### src/rtl/dark_fetch_ctrl.sv
// dark_fetch_ctrl
//   Instruction fetch controller. Issues one word fetch at a time to the
//   instruction memory. It holds the fetched word for decode until decode
//   accepts it, and it drives the program-counter load strobe.
//   A redirect overrides everything except IDLE. A fetch that is still in
//   flight when a redirect arrives is drained in FLUSH, and its data is
//   dropped.
//
// Optional feature: define DARK_IRQ_EN to enable the interrupt take / return
//   logic. Without it, irq and irq_ret are ignored and epc is tied to zero.
//
// Parameters
//   RESET_PC  first fetch address after reset
//   IRQ_VEC   interrupt target address
//
// Ports
//   clk, res               clock; asynchronous active-high reset
//   imem_req/addr          fetch request and word address (out)
//   imem_ack/data          fetch completion and data, same cycle (in)
//   inst/inst_pc/valid     instruction presented to decode (out)
//   inst_ready             decode accepts inst (in)
//   redir/redir_pc         branch/jump redirect and its target (in)
//   pc_en/nxpc             PC register load strobe and value (out)
//   irq/irq_ret            level interrupt request, return pulse (in)
//   epc                    saved return address (out)
//
// state | meaning
// ------+---------------------------------------------------------------
// IDLE  | reset just released, no request outstanding
// FETCH | request at fpc outstanding
// VALID | fetched word held for decode, no request outstanding
// FLUSH | redirected while a request was in flight; drain it, drop data
module dark_fetch_ctrl #(
  parameter logic [31:0] RESET_PC = 32'h00000000,
  parameter logic [31:0] IRQ_VEC  = 32'h00000010
) (
  input  logic        clk,
  input  logic        res,
  output logic        imem_req,
  output logic [31:0] imem_addr,
  input  logic        imem_ack,
  input  logic [31:0] imem_data,
  output logic [31:0] inst,
  output logic [31:0] inst_pc,
  output logic        inst_valid,
  input  logic        inst_ready,
  input  logic        redir,
  input  logic [31:0] redir_pc,
  output logic        pc_en,
  output logic [31:0] nxpc,
  input  logic        irq,
  input  logic        irq_ret,
  output logic [31:0] epc
);

  localparam logic [1:0] S_IDLE  = 2'd0;
  localparam logic [1:0] S_FETCH = 2'd1;
  localparam logic [1:0] S_VALID = 2'd2;
  localparam logic [1:0] S_FLUSH = 2'd3;

  logic [1:0]  r_state;
  logic [31:0] r_fpc;
  logic [31:0] r_flush_addr;
  logic [31:0] r_inst;
  logic [31:0] r_inst_pc;

  logic [1:0]  w_state_nxt;
  logic [31:0] w_fpc_nxt;
  logic [31:0] w_fpc_inc;
  logic [31:0] w_redir_tgt;
  logic        w_pc_en;
  logic [31:0] w_nxpc;
  logic        w_load_inst;
  logic        w_save_flush;
  logic        w_take;
  logic        w_unused;

  assign w_fpc_inc   = r_fpc + 32'd4;
  assign w_redir_tgt = {redir_pc[31:2], 2'b00};

`ifdef DARK_IRQ_EN
  logic        r_irq_act;
  logic [31:0] r_epc;
  assign w_unused = ^redir_pc[1:0];
`else
  assign w_unused = ^{redir_pc[1:0], irq, irq_ret, IRQ_VEC};
`endif

  always_comb begin
    w_state_nxt  = r_state;
    w_fpc_nxt    = r_fpc;
    w_pc_en      = 1'b0;
    w_nxpc       = r_fpc;
    w_load_inst  = 1'b0;
    w_save_flush = 1'b0;
    w_take       = 1'b0;
    case (r_state)
      S_IDLE: begin
        w_state_nxt = S_FETCH;
      end
      S_FETCH: begin
        if (redir) begin
          w_pc_en   = 1'b1;
          w_nxpc    = w_redir_tgt;
          w_fpc_nxt = w_redir_tgt;
          if (imem_ack) begin
            w_state_nxt = S_FETCH;
          end else begin
            // Memory still owes us the old word: remember its address so
            // the request stays stable while fpc moves to the target.
            w_state_nxt  = S_FLUSH;
            w_save_flush = 1'b1;
          end
        end else if (imem_ack) begin
          w_load_inst = 1'b1;
          w_pc_en     = 1'b1;
          w_nxpc      = w_fpc_inc;
          w_fpc_nxt   = w_fpc_inc;
          w_state_nxt = S_VALID;
        end
      end
      S_VALID: begin
        if (redir) begin
          w_pc_en     = 1'b1;
          w_nxpc      = w_redir_tgt;
          w_fpc_nxt   = w_redir_tgt;
          w_state_nxt = S_FETCH;
        end else if (inst_ready) begin
          w_state_nxt = S_FETCH;
`ifdef DARK_IRQ_EN
          if (irq && !r_irq_act) begin
            w_take    = 1'b1;
            w_pc_en   = 1'b1;
            w_nxpc    = IRQ_VEC;
            w_fpc_nxt = IRQ_VEC;
          end
`endif
        end
      end
      S_FLUSH: begin
        if (redir) begin
          w_pc_en   = 1'b1;
          w_nxpc    = w_redir_tgt;
          w_fpc_nxt = w_redir_tgt;
        end
        if (imem_ack) begin
          w_state_nxt = S_FETCH;
        end
      end
      default: begin
        w_state_nxt = S_IDLE;
      end
    endcase
  end

  always_ff @(posedge clk or posedge res) begin
    if (res) begin
      r_state      <= S_IDLE;
      r_fpc        <= RESET_PC;
      r_flush_addr <= RESET_PC;
      r_inst       <= 32'h0;
      r_inst_pc    <= 32'h0;
    end else begin
      r_state <= w_state_nxt;
      r_fpc   <= w_fpc_nxt;
      if (w_save_flush) begin
        r_flush_addr <= r_fpc;
      end
      if (w_load_inst) begin
        r_inst    <= imem_data;
        r_inst_pc <= r_fpc;
      end
    end
  end

`ifdef DARK_IRQ_EN
  always_ff @(posedge clk or posedge res) begin
    if (res) begin
      r_irq_act <= 1'b0;
      r_epc     <= 32'h0;
    end else begin
      // A take in the same cycle as irq_ret wins, leaving the flag set.
      if (w_take) begin
        r_irq_act <= 1'b1;
        r_epc     <= r_inst_pc + 32'd4;
      end else if (irq_ret) begin
        r_irq_act <= 1'b0;
      end
    end
  end
  assign epc = r_epc;
`else
  assign epc = 32'h0;
`endif

  assign imem_req   = (r_state == S_FETCH) || (r_state == S_FLUSH);
  assign imem_addr  = (r_state == S_FLUSH) ? r_flush_addr : r_fpc;
  assign inst       = r_inst;
  assign inst_pc    = r_inst_pc;
  assign inst_valid = (r_state == S_VALID);
  // The PC register is loaded with RESET_PC for as long as reset is held.
  assign pc_en      = res | w_pc_en;
  assign nxpc       = res ? RESET_PC : w_nxpc;

endmodule

### config.mk
export PLATFORM = sky130hd
export DESIGN_NAME = dark_fetch_ctrl
export DESIGN_NICKNAME = d
export VERILOG_FILES = /design/src/rtl/dark_fetch_ctrl.sv
export SDC_FILE = /design/constraint.sdc
export NUM_CORES = 1
export LEC_CHECK = 0
export ABC_AREA = 1
export CORE_ASPECT_RATIO = 1.5
export CORE_UTILIZATION = 40
export DETAILED_ROUTE_END_ITERATION = 8
export GPL_ROUTABILITY_DRIVEN = 0
export PLACE_DENSITY = 0.74
export RECOVER_POWER = 100
export REMOVE_ABC_BUFFERS = 1
export SYNTH_ARGS = -nofsm -noshare
export SYNTH_HDL_FRONTEND = slang
export SYNTH_SLANG_ARGS = --single-unit
### constraint.sdc
create_clock -name clk -period 6.2 [get_ports clk]
set_clock_uncertainty 0.1 [all_clocks]
set_input_delay 0.62 -clock clk [delete_from_list [all_inputs] [get_ports clk]]
set_output_delay 0.62 -clock clk [all_outputs]
set_load 0.01 [all_outputs]
# Yosys cells after proc, flatten, opt, wreduce, memory -nomap -nowiden
# Cells that the tools add are included.
# op_classes
reduce_logical	4
addsub	1
muxes	22
eq_ne	6
n_bitwise	1
# ops
op	n
two-way mux 32 bit	5
case mux 32 bit (2 select lines)	1
adder 32 x 3 -> 32 bit, second input constant	1
two-way mux 2 bit	6
two-way mux 1 bit	8
case mux 2 bit (4 select lines)	1
equality test 2 bit, second input constant	2
!= test 3 x 1 -> 1 bit, second input constant	1
!= test 3 bit, second input constant	1
AND reduction 3 bit	1
equality test 2 x 1 -> 1 bit, second input constant	1
zero test 2 bit	1
!= test 2 bit, second input constant	1
case mux 1 bit (2 select lines)	1
OR reduction 2 bit	1
logical OR 1 bit	1
bitwise OR 1 bit	1
# word_totals
reg_bits	130

# Logic depth before layout (Yosys ltp)
# depth
word_depth	5
depth_mapped	10
ltp_nobuf	10

# Least setup slack after synthesis
# No wires, ideal clock.
# synth_path
path_kind	input to output
from	input port res
to	output port pc_en
path_buffers	0
stages	2
setup_slack_ps	1678
required_ps	5480
arrival_ps	3802
cell_sequence	inv_1 > nand3_1
# synth_via
elab_chain_len	1
# synth_rtl
item	line	text
start: declaration	38	input logic res,
bitwise OR 1 bit	202	assign pc_en = res | w_pc_en;
end: declaration	49	output logic pc_en,
# Every way passes these cells.

# Worst setup path in the final report
# layout_path
from	input port redir
to	output port nxpc[9]
# layout_via
elab_chain_len	3
word_cells_on_any_way	4
classes_between	4 x mux
# layout_rtl
item	line	text
start: declaration	47	input logic redir,
two-way mux 32 bit, on equally long branches	-	
case mux 32 bit (2 select lines) (*)	97	case (r_state)
two-way mux 32 bit (*)	203	assign nxpc = res ? RESET_PC : w_nxpc;
end: declaration	50	output logic [31:0] nxpc,
# Mark *: on every way between the ends. The rest lies on a longest branch, timed or not.

==> flow_summary.ini <==
[drt]
wire_per_inst_um = 15.48
wl_mm = 20.17
ant_nets = 0
drt-vias-per-instance = 5.081
vias = 6621
first_iter_violations = 348
firstDrtPassIters = 8
drc = 0

[min_path]
min_to = inst[7]
hold_class = register to register
hold_start = inst[7]
min_path_cells = 2

[grt]
grt_pass1_wl_mm = 32.54
grt_max_degree = 99
grt_pass1_vias = 6471
antenna_found_initial = 0
grt_use_total_pct = 23.98
gr-total-overflow = 0

[logic_synthesis]
yosysTopAreaCellShare_pct = 47.24
ys_types = 35
syn-cell-area_sq_mm = 0.006887
synth-async-reset-ratio_pct = 100.0
syn_area_per_cell_sq_um = 7.626
synth_area_leaders = dfrtp_1 47%, nand2_1 14%, nor2_1 5.6%, o21ai_0 5.2%, a21oi_1 4.9%
synth-warning-count = 0
ys_seq_elements = 130
synth-seq-area-share_pct = 47.24
yosys.area.top_type = dfrtp_1
synth_edf_count = 0
ys.flop_type = dfrtp_1
netlist_instances = 903

[sta]
setup_viol = 0
rsz0062_at_grt = no
maxSlewHeadroom_pct = -22.90
hold_viol_final = 0
fin_crit_sh_pct = 84.94
period_minus_slack_ns = 5.266
final-max-slew-violation-count = 103
worst_slew_pin_slew_ns = 1.843
max_freq_mhz = 189.9
timing.hold.ws_ns = 0.3635
fin_tns_setup_ns = 0

[power_and_ir_drop]
power_frac_comb_pct = 44.0
p_sw_mw = 1.767
power.density_mw_per_mm2 = 477.8
power_frac_seq_pct = 32.5
swShare_pct = 39.43
ir_worst_vdd_mv = 0.3101
p_int_mw = 2.714
clockPowerShare_pct = 23.5
p_leak_nw = 4.463
p_total_mw = 4.480

[worst_setup_path]
timing.rr.end = r_flush_addr[17]
reg2reg_slack_ns = 1.97
crit_arrival_ns = 4.55
critical_path_class = input port to output port
r2r-start = r_state[1]
crit_required_ns = 5.48
crit_fanout = 19
startpoint_type = input port
r2r_cells = 6
worst_setup_path_end_kind = output port

[flow_run]
cap_viol_max_count = 2

[layout]
antenna_cells = 0
syn_to_final_growth_pct = 36.17
layout_commonest_cell = nand2_1
fin_cells = 1303
fillCellCount = 1576
multi_input_area_sq_mm = 0.002999
fin_nets = 1152
seq_area_sq_mm = 0.003253
drive_above_1_share_pct = 5.032
layout_common_cells = 264 x nand2_1, 131 x dlygate4sd3_1, 130 x dfrtp_1

[clock_network]
ctsResizeCount = 0
cts_hold_buf = 0
cts-root-buf = clkbuf_16
h-tree-depth = 4
cts_sinks = 130
cts_tree = built
clock_latency_ns = 0.42
cts_buffer_depth = 2
cts_buffers = 17
cts_setup_buffers = 0
clk_pin_slew_ns = 0.06

[floorplanning]
coreArea_sq_mm = 0.01684
placementRows = 58
dieWidth_um = 109.1
die_y_um = 162.7
dieArea_sq_mm = 0.01776
initial_utilization_pct = 40.90
io_pins = 234

[placement]
place_inst = 1271
port_buffers = 197
dp_hpwl_mm = 14.11

[run_status]
violations = capacitance limit, slew limit
status = finished, violations left
==> final cells by class <==
type,instances,area share (%)
clock buffers,17,4.536
clock inverters,15,1.935
inverters,67,2.775
multi-input cells,662,31.98
flip-flops and latches,130,34.69
well taps,210,2.802
repair buffers,202,21.28
==> cell families (layout without fill, tap and decap cells) <==
family                   count (synthesis)  after routing  synth area share (%)
AND/OR/NAND/NOR                        454            454                 28.02
AO/OA/AOI/OAI                          175            175                 13.86
buffers and inverters                  142            301                 10.65
flip-flops                             130            130                 47.24
adder cells (fa/ha/maj)                  1              1                0.1817
other                                    1             32               0.05445
==> power by group through the flow <==
stage	clock network, mW	logic [mW]	registers [mW]
floorplan	0	0.971	1.52
global placement	0	2.12	1.46
detailed placement	0	2.15	1.47
CTS	1.07	2.16	1.46
global route	1.10	2.21	1.51
finish	1.05	1.97	1.46
==> worst max path at each step <==
| stage | to | startpoint | slack (ns) | cells past startpoint |
|---|---|---|---|---|
| global placement | nxpc[13] | imem_ack | 1.77 | 10 |
| CTS | nxpc[13] | imem_ack | 1.68 | 10 |
| detailed placement | nxpc[13] | imem_ack | 1.69 | 10 |
| finish | nxpc[9] | redir | 0.93 | 8 |
| global route | nxpc[9] | redir | 0.74 | 8 |
| floorplan | pc_en | res | 1.68 | 2 |
==> state kept, by name, indices dropped and copies added, names as in the netlist <==
name and cells:
inst 32, inst_pc 32, r_flush_addr 32, r_fpc 32, r_state 2
==> per-stage QoR <==
stage	setup slack (ns)	utilization [%]	cell area (sq um)
floorplan	1.678	-	6526
global placement	1.772	52.30	8806
detailed placement	1.687	52.30	8806
CTS	1.681	55.91	9413
global route	0.7430	55.70	9378
finish	0.9336	55.70	9378
==> routing by layer <==
metal  GRT usage, %  vias up  wire length (um)
li1               -     3237                 -
met1          26.82     3105              7759
met2          41.74      239             10310
met3          6.723       40              1478
met4          10.50        0               623
met5              0        -                 0
==> cell usage after synthesis (all sizes together) (2+ instances only) <==
cell and count:
nor2 112, o32ai 10, inv 67, nand3 42
buf 59, o211ai 7, or2 5, nor3 13
clkbuf 16, nand4 13, o22ai 3, nand2 265
a22oi 2, o21ai 78, a21oi 67, dfrtp 130
a31oi 6, and2 2
==> critical path, cell delays in order <==
cell and delay [ns]:
dlygate4sd3_1 1.01, clkbuf_1 0.73, nand2_2 0.32, inv_1 0.61
a21oi_1 0.15, o21ai_0 0.26, a21oi_1 0.13, dlygate4sd3_1 0.70
(Power assumes the default switching activity.)
